$ cat src/rtl/lcd_pkg.sv
// Shared LCD read-path definitions: panel geometry, word format, FSM states.
package lcd_pkg;

    localparam int H_ACTIVE     = 480;
    localparam int V_ACTIVE     = 272;
    localparam int PIX_PER_WORD = 4;
    localparam int WORD_W       = 96;
    localparam int FRAME_WORDS  = H_ACTIVE * V_ACTIVE / PIX_PER_WORD;

    typedef enum logic [2:0] {
        IDLE,
        CHECK,
        REQ,
        WAIT,
        FLUSH
    } rd_state_e;

endpackage

$ cat src/rtl/sync_fifo.sv
// Single-clock FWFT FIFO with occupancy count and synchronous clear.
// The head word reads as zero while the FIFO is empty.
module sync_fifo #(
    parameter int WIDTH = 96,
    parameter int DEPTH = 16
) (
    input  logic                     clk,
    input  logic                     rst_n,
    input  logic                     clr,
    input  logic                     push,
    input  logic [WIDTH-1:0]         din,
    input  logic                     pop,
    output logic [WIDTH-1:0]         dout,
    output logic [$clog2(DEPTH):0]   count,
    output logic                     empty
);

    localparam int AW = $clog2(DEPTH);

    logic [WIDTH-1:0] mem [DEPTH];
    logic [AW-1:0]    wr_ptr;
    logic [AW-1:0]    rd_ptr;
    logic             do_push;
    logic             do_pop;

    assign empty   = (count == '0);
    assign do_pop  = pop & ~empty;
    assign do_push = push & (count != (AW+1)'(DEPTH));
    assign dout    = empty ? '0 : mem[rd_ptr];

    always_ff @(posedge clk) begin
        if (do_push && !clr)
            mem[wr_ptr] <= din;
    end

    always_ff @(posedge clk or negedge rst_n) begin
        if (!rst_n) begin
            wr_ptr <= '0;
            rd_ptr <= '0;
            count  <= '0;
        end else if (clr) begin
            wr_ptr <= '0;
            rd_ptr <= '0;
            count  <= '0;
        end else begin
            if (do_push)
                wr_ptr <= wr_ptr + 1'b1;
            if (do_pop)
                rd_ptr <= rd_ptr + 1'b1;
            if (do_push && !do_pop)
                count <= count + 1'b1;
            else if (!do_push && do_pop)
                count <= count - 1'b1;
        end
    end

endmodule

$ cat src/rtl/lcd_rd_buf.sv
// LCD frame read buffer: fetches DDR bursts into a FWFT FIFO, one burst
// outstanding at a time, restarting from the frame base on each vsync fall.
module lcd_rd_buf
    import lcd_pkg::*;
#(
    parameter int DEPTH       = 16,
    parameter int BURST_LEN   = 8,
    parameter int FRAME_WORDS = lcd_pkg::FRAME_WORDS,
    parameter int ADDR_W      = 24,
    parameter int BASE_ADDR   = 0
) (
    input  logic              lcd_clk,
    input  logic              lcd_rst_n,
    input  logic              ddr_init_done,
    input  logic              lcd_framesync,
    input  logic              ddr_rden,
    output logic [WORD_W-1:0] ddr_data,
    output logic              rd_req,
    output logic [ADDR_W-1:0] rd_addr,
    input  logic              rd_ack,
    input  logic              rd_data_valid,
    input  logic [WORD_W-1:0] rd_data,
    output logic              underflow
);

    localparam int AW  = $clog2(DEPTH);
    localparam int WRW = $clog2(FRAME_WORDS + 1);
    localparam int BW  = $clog2(BURST_LEN + 1);

    rd_state_e        state;
    rd_state_e        state_nxt;
    logic             fs_q;
    logic             fs_fall;
    logic [WRW-1:0]   words_req;
    logic [WRW-1:0]   words_nxt;
    logic [BW-1:0]    beats;
    logic             discard;
    logic             last_beat;
    logic             space_ok;
    logic             more_ok;
    logic             push;
    logic             clr;
    logic [AW:0]      count;
    logic             empty;

    assign fs_fall   = fs_q & ~lcd_framesync;
    assign space_ok  = (DEPTH - int'(count)) >= BURST_LEN;
    assign more_ok   = int'(words_req) < FRAME_WORDS;
    assign last_beat = rd_data_valid && (beats == BW'(BURST_LEN - 1));
    assign rd_addr   = ADDR_W'(BASE_ADDR) + ADDR_W'(words_req);
    assign words_nxt = (int'(words_req) + BURST_LEN >= FRAME_WORDS)
                     ? WRW'(FRAME_WORDS)
                     : words_req + WRW'(BURST_LEN);

    always_ff @(posedge lcd_clk or negedge lcd_rst_n) begin
        if (!lcd_rst_n)
            state <= IDLE;
        else
            state <= state_nxt;
    end

    always_comb begin
        state_nxt = state;
        unique case (state)
            IDLE: begin
                if (fs_fall)
                    state_nxt = FLUSH;
                else if (ddr_init_done)
                    state_nxt = CHECK;
            end
            CHECK: begin
                if (fs_fall)
                    state_nxt = FLUSH;
                else if (!ddr_init_done)
                    state_nxt = IDLE;
                else if (space_ok && more_ok)
                    state_nxt = REQ;
            end
            REQ: begin
                if (fs_fall)
                    state_nxt = FLUSH;
                else if (rd_ack)
                    state_nxt = WAIT;
                else if (!ddr_init_done)
                    state_nxt = IDLE;
            end
            WAIT: begin
                // the burst always drains fully so no stray beat leaks later
                if (last_beat) begin
                    if (discard || fs_fall)
                        state_nxt = FLUSH;
                    else if (!ddr_init_done)
                        state_nxt = IDLE;
                    else
                        state_nxt = CHECK;
                end
            end
            FLUSH:   state_nxt = CHECK;
            default: state_nxt = IDLE;
        endcase
    end

    always_comb begin
        rd_req = 1'b0;
        push   = 1'b0;
        clr    = 1'b0;
        unique case (state)
            REQ:     rd_req = ~fs_fall;
            WAIT:    push   = rd_data_valid & ~discard & ~fs_fall;
            FLUSH:   clr    = 1'b1;
            default: ;
        endcase
    end

    always_ff @(posedge lcd_clk or negedge lcd_rst_n) begin
        if (!lcd_rst_n) begin
            fs_q      <= 1'b1;
            words_req <= '0;
            beats     <= '0;
            discard   <= 1'b0;
            underflow <= 1'b0;
        end else begin
            fs_q <= lcd_framesync;
            if (state == FLUSH)
                words_req <= '0;
            else if (state == REQ && rd_ack && !fs_fall)
                words_req <= words_nxt;
            if (state != WAIT)
                beats <= '0;
            else if (rd_data_valid)
                beats <= beats + 1'b1;
            if (state != WAIT)
                discard <= 1'b0;
            else if (fs_fall)
                discard <= 1'b1;
            if (state == FLUSH)
                underflow <= 1'b0;
            else if (ddr_rden && empty)
                underflow <= 1'b1;
        end
    end

    sync_fifo #(
        .WIDTH (WORD_W),
        .DEPTH (DEPTH)
    ) u_fifo (
        .clk   (lcd_clk),
        .rst_n (lcd_rst_n),
        .clr   (clr),
        .push  (push),
        .din   (rd_data),
        .pop   (ddr_rden),
        .dout  (ddr_data),
        .count (count),
        .empty (empty)
    );

endmodule

$ cat config.mk
export PLATFORM = sky130hd
export DESIGN_NAME = lcd_rd_buf
export DESIGN_NICKNAME = d
export VERILOG_FILES = /design/src/rtl/lcd_pkg.sv /design/src/rtl/sync_fifo.sv /design/src/rtl/lcd_rd_buf.sv
export SDC_FILE = /design/constraint.sdc
export NUM_CORES = 2
export LEC_CHECK = 0
export ABC_AREA = 1
export BUFFER_PORTS_ARGS = -buffer_cell sky130_fd_sc_hd__clkbuf_2
export CAP_MARGIN = 20
export CORE_ASPECT_RATIO = 0.6
export CORE_MARGIN = 2
export CORE_UTILIZATION = 38
export CTS_BUF_LIST = sky130_fd_sc_hd__clkbuf_2
export CTS_CLUSTER_DIAMETER = 200
export DETAILED_ROUTE_END_ITERATION = 12
export PLACE_DENSITY = 0.6
export SETUP_SLACK_MARGIN = 0.1
export SLEW_MARGIN = 30
export SYNTH_ARGS = -nofsm -noshare
export SYNTH_HDL_FRONTEND = slang
export SYNTH_SLANG_ARGS = --single-unit
$ cat constraint.sdc
create_clock -name lcd_clk -period 7.5 [get_ports lcd_clk]
set_input_delay 1.125 -clock lcd_clk [delete_from_list [all_inputs] [get_ports lcd_clk]]
set_output_delay 1.125 -clock lcd_clk [all_outputs]
set_load 0.05 [all_outputs]
== Word-level counts from Yosys, hierarchy flattened ==
Memory sizes are Yosys's and may differ from the RTL's.
Index checks and enable logic that the tools add are counted.
Cells by class
  add/sub/neg operators: 8
  magnitude comparators: 3
  eq/ne operators: 11
  mux-type cells: 34
  bitwise logic cells: 9
  reductions and logical operators: 23
Operators by type and width (number)
  2-to-1 mux 96 bit: 1
  2-to-1 mux 15 bit: 3
  2-to-1 mux 3 bit: 10
  2-to-1 mux 4 bit: 6
  adder 15 x 4 -> 16 bit, second input constant: 1
  greater-or-equal comparator 16 x 15 -> 1 bit, second input constant: 1
  adder 15 x 4 -> 15 bit, second input constant: 1
  < comparator 15 bit, second input constant: 1
  2-to-1 mux 5 bit: 3
  one-hot mux 3 bit (5 select lines): 1
  adder 4 x 1 -> 4 bit, second input constant: 3
  nonzero test 2 bit: 6
  2-to-1 mux 1 bit: 10
  logical AND 1 bit: 8
  inequality test 4 bit, second input constant: 2
  == test 3 x 2 -> 1 bit, second input constant: 2
  greater-or-equal comparator 6 x 5 -> 1 bit, second input constant: 1
  subtractor 5 x 5 -> 6 bit, first input constant: 1
  adder 5 x 1 -> 5 bit, second input constant: 1
  AND 1 bit: 5
  logical NOT 5 bit: 1
  inequality test 5 bit, second input constant: 1
  subtractor 5 x 1 -> 5 bit, second input constant: 1
  == test 4 x 3 -> 1 bit, second input constant: 1
  other kinds (11): 17
Word-level totals
  register bits: 38
  memory bits (writable): 1536
  input bits: 103
  output and inout bits: 122
  logic and storage cells: 98
  memories: 1
Memories
  u_fifo.mem: depth 16, bits a word 96, read ports 1, clocked after memory_dff 0, write ports 1, line sync_fifo.sv:20  | logic [WIDTH-1:0] mem [DEPTH];

== Depth between registers and ports, before layout ==
  depth in word-level cells: 11
  gate-level depth with buffers: 14
  mapped depth without buffers: 14

== Cells and area by module ==
A second synthesis with hierarchy kept.
Unflattened totals
  cells, all modules: 5289
  area, all modules: 63437.1 sq um
By module, submodules not included
  sync_fifo: instances 1, cells an instance 5080, area an instance 61945.7 sq um, sequential area each 46449.5 sq um
  lcd_rd_buf: instances 1, cells an instance 209, area an instance 1491.4 sq um, sequential area each 551.8 sq um

== Worst setup path after synthesis ==
OpenSTA, ideal clock, no wires.
  kind: input -> register
  start: input rd_data_valid
  end: memory u_fifo.mem[11][0], enable pin
  setup time: 0.552 ns
  arrival time: 5.827 ns
  data required time: 6.948 ns
  path slack: 1.122 ns
  stages on the path: 7
  path buffers: 1
  cell sequence: buf_2 -> inv_1 -> nor2_1 -> nand4_2 -> inv_2 -> nand2_1 -> nor2_1
On the way
  word-level cells in the longest chain between the ends: 7
RTL lines
  start: declaration: line lcd_rd_buf.sv:21  | input logic rd_data_valid,
  AND 1 bit (2 in series): line lcd_rd_buf.sv:109  | WAIT: push = rd_data_valid & ~discard & ~fs_fall;
  2-to-1 mux 1 bit: line lcd_rd_buf.sv:107  | unique case (state)
  AND 1 bit: line sync_fifo.sv:28  | assign do_push = push & (count != (AW+1)'(DEPTH));
  logical AND 1 bit: line sync_fifo.sv:32  | if (do_push && !clr)
  2-to-1 mux 1 bit: line sync_fifo.sv:32
  2-to-1 mux 1 bit (implied by the code): line sync_fifo.sv:33  | mem[wr_ptr] <= din;
  end: declaration: line sync_fifo.sv:20
Every way passes these cells.

== Worst setup path after layout ==
  start: register u_fifo.rd_ptr[0]
  end: output ddr_data[15]
On the way
  word-level cells in the longest chain between the ends: 2
RTL lines
  start: declaration: line sync_fifo.sv:22  | logic [AW-1:0] rd_ptr;
  start signal: assignment: line sync_fifo.sv:49  | rd_ptr <= rd_ptr + 1'b1;
  memory (16 x 96 bit)
  2-to-1 mux 96 bit: line sync_fifo.sv:29  | assign dout = empty ? '0 : mem[rd_ptr];
  end: declaration: line lcd_rd_buf.sv:17  | output logic [WORD_W-1:0] ddr_data,
Every way passes these cells.

==> out/metrics.yaml <==
critical_path:
  r2r-start: "u_fifo.count[0]$_DFFE_PN0P_"
  path_buf_inv: 4
  worst-setup-path-type: "register to output port"
  cp-start-kind: "register"
  r2r_cells: 11
  reg2reg_to: "u_fifo.mem[5][73]$_DFFE_PP_"
  critPathMaxStageDelay_ps: 760
  end_kind: "output port"
  crit_arrival_ps: 5480
  crit_family: "buffers and inverters"
  regToRegSetupSlack_ps: 3910
  worst-path-max-fanout: 175
  required_ps: 6380
  slowest_stage: "dfrtp_4"
  cp_cell_sequence: "inv_16 -> buf_16 -> buf_12 -> o21ai_0 -> o221ai_1 -> o211ai_1 -> a21oi_1 -> clkbuf_2"
global_route:
  grt_pass1_vias: 38600
  antenna_found_initial: 18
  grt_use_total: 0.206
  grt_pass1_wl_mm: 256
  grt_max_degree: 268
  overflow: 0
logic_synthesis:
  ys_seq_elements: 1571
  postSynthCellCount: 4406
  yosysWarnings: 0
  synth-seq-area-share: 0.763
  synth_edf_count: 1536
  ys_types: 36
  synth-main-ff-cell: "edfxtp_1"
  synth_area_mm2: 0.0616
  synth_async_sr_flop_share: 0.0223
  syn_avg_cell_area_um2: 14.0
floorplan:
  pin_count: 225
  dieArea_mm2: 0.165
  rows: 114
  core_area_mm2: 0.161
  initial_core_util: 0.383
  die_x_um: 524
  die_y_um: 316
routing:
  dr.pass1.iters: 5
  ant_nets: 0
  vias: 39800
  post_drt_wl_per_cell_um: 24.0
  drc: 0
  routed_wl_mm: 173
  post_drt_via_cell_ratio: 5.51
  drt_iter0_drc: 4247
clocking:
  root_buffer: "clkbuf_2"
  cts.clk_slew.worst_paths_ps: 120
  cts_buffers: 380
  cts.sinks: 1571
  h-tree-depth: 5
  ctsResizeCount: 0
  clkLatencyLatePin_ps: 1670
  cts_tree: "done"
  clock_path_buffers: 4
layout:
  utilization: 0.427
  nNetsFinal: 4945
  final_common_cell: "edfxtp_1"
  syn_to_final_growth_pct: 11.7
  drive_gt1_frac: 0.170
  final_cell_mix: "edfxtp_1, nor2_1, o21ai_0"
timing:
  rsz0062_at_grt: "false"
  clock-skew-final_ps: 92.5
  hold_viol: 0
  finalCritPeriodShare: 0.880
  finalSetupViolations: 0
  slew_headroom: 0.0853
  tns_ps: 0
  fmax_mhz: 151
  final_max_slew_viol_count: 0
  post-route-min-period_ps: 6600
  worst_slew_pin_slew_ps: 1370
pwr:
  power_density_mw_per_mm2: 367
  p_leak_nw: 22.3
  power_mw: 25.3
  ir_worst_vdd_uv: 318
hold_path:
  min_to: "underflow$_DFFE_PN0P_"
  hold_class: "input pin to register"
  min_from: "ddr_rden"
  min_path_cells: 6
placed_design:
  dpl.hpwl_mm: 73.9
  gp_congestion: 0.781
  io_buffers: 212
run_status:
  status: "finished, final reports clean"
flow_run:
  drv_cap: 0
==> layer usage <==
metal | wire (um) | part of all wire | global-route usage | vias up
met5 | 115 | 0.00066 | 0 | -
met4 | 3100 | 0.018 | 0.0678 | 18
met3 | 12900 | 0.075 | 0.0394 | 273
met2 | 79700 | 0.46 | 0.317 | 1759
met1 | 77400 | 0.45 | 0.296 | 19800
li1 | - | - | - | 17900
==> sequential cells by signal, summed over array words and instances, names as in the netlist <==
register       count
underflow          1
u_fifo.mem      1536
beats              4
fs_q               1
u_fifo.count       5
u_fifo.wr_ptr      4
discard            1
words_req         12
state              3
u_fifo.rd_ptr      4
==> per-stage QoR <==
step	setup WS (ps)	cell area (um2)	std cells	hold slack [ps]
after floorplan	1120	61700	4417	498
after global placement	2520	64500	6482	515
after detailed placement	2580	64600	6484	518
after CTS	576	68700	7209	38.7
after global routing	454	68800	7219	240
final	897	68800	7221	398
==> worst max-delay path by stage <==
stage | cells past startpoint | to | start
global route | 7 | ddr_data[29] | u_fifo.rd_ptr[0]$_DFFE_PN0P_
finish | 8 | ddr_data[15] | u_fifo.rd_ptr[0]$_DFFE_PN0P_
CTS | 7 | ddr_data[73] | u_fifo.rd_ptr[1]$_DFFE_PN0P_
floorplan | 7 | u_fifo.mem[11][0]$_DFFE_PP_ | rd_data_valid
detailed placement | 7 | ddr_data[73] | u_fifo.rd_ptr[1]$_DFFE_PN0P_
global placement | 7 | ddr_data[73] | u_fifo.rd_ptr[1]$_DFFE_PN0P_
==> worst register-to-register path, stage by stage, from the launching register on <==
cell and delay, ps:
dfrtp_1 450, inv_1 80, nand4_1 120, inv_1 110, ha_1 200, nor2_1 130
nand4_2 210, inv_2 180, nand2_1 260, nor2_4 250, buf_4 390, buf_4 780
==> logic make-up (layout without fill, tap and decap cells) <==
| logic type | after synthesis | in the layout | share of synthesized area |
|---|---|---|---|
| AOI/OAI and AO/OA | 1404 | 1404 | 0.138 |
| xor gates and xnor gates | 8 | 8 | 0.00114 |
| adders and majority gates | 13 | 13 | 0.00276 |
| buffers and inverters | 395 | 1045 | 0.0310 |
| DFF | 1571 | 1571 | 0.763 |
| other | 1 | 20 | 0.0000609 |
| and+or+nand+nor | 1014 | 1014 | 0.0646 |
==> what timing repair did <==
item                      in CTS  in global routing
buffers inserted               0                  0
hold endpoints to repair    1605                  0
hold buffers                 105                  0
==> area by class of cell <==
cell class / count / area [um2]
multi-input combinational: 2451 / 12900
clock buffer: 541 / 2710
antenna: 8 / 20.0
sequential: 1571 / 47000
tap: 2146 / 2690
fill: 14800 / 92200
clock inverter: 79 / 364
timing repair buffer: 375 / 2930
inverter: 50 / 226
==> cell usage after synthesis (18+ instances only) <==
cell type / n / share of area
nand2_1: 85 / 0.0052
edfxtp_1: 1536 / 0.75
o21ai_0: 773 / 0.063
nor2_1: 809 / 0.049
a21oi_1: 105 / 0.0085
inv_1: 43 / 0.0026
o221ai_1: 268 / 0.038
nand3_1: 103 / 0.0084
o22ai_1: 120 / 0.012
clkbuf_1: 234 / 0.014
buf_6: 26 / 0.0048
buf_4: 37 / 0.0045
o21ai_1: 18 / 0.0015
buf_2: 44 / 0.0036
dfrtp_1: 34 / 0.014
o211ai_1: 116 / 0.014
==> report_power, final <==
part | internal, mW | switching, mW | total, mW
Clock | 1.97 | 3.36 | 5.32
Combinational | 2.45 | 7.56 | 10.0
Sequential | 9.69 | 0.221 | 9.91
No activity file was read; power rests on OpenSTA's default activity.
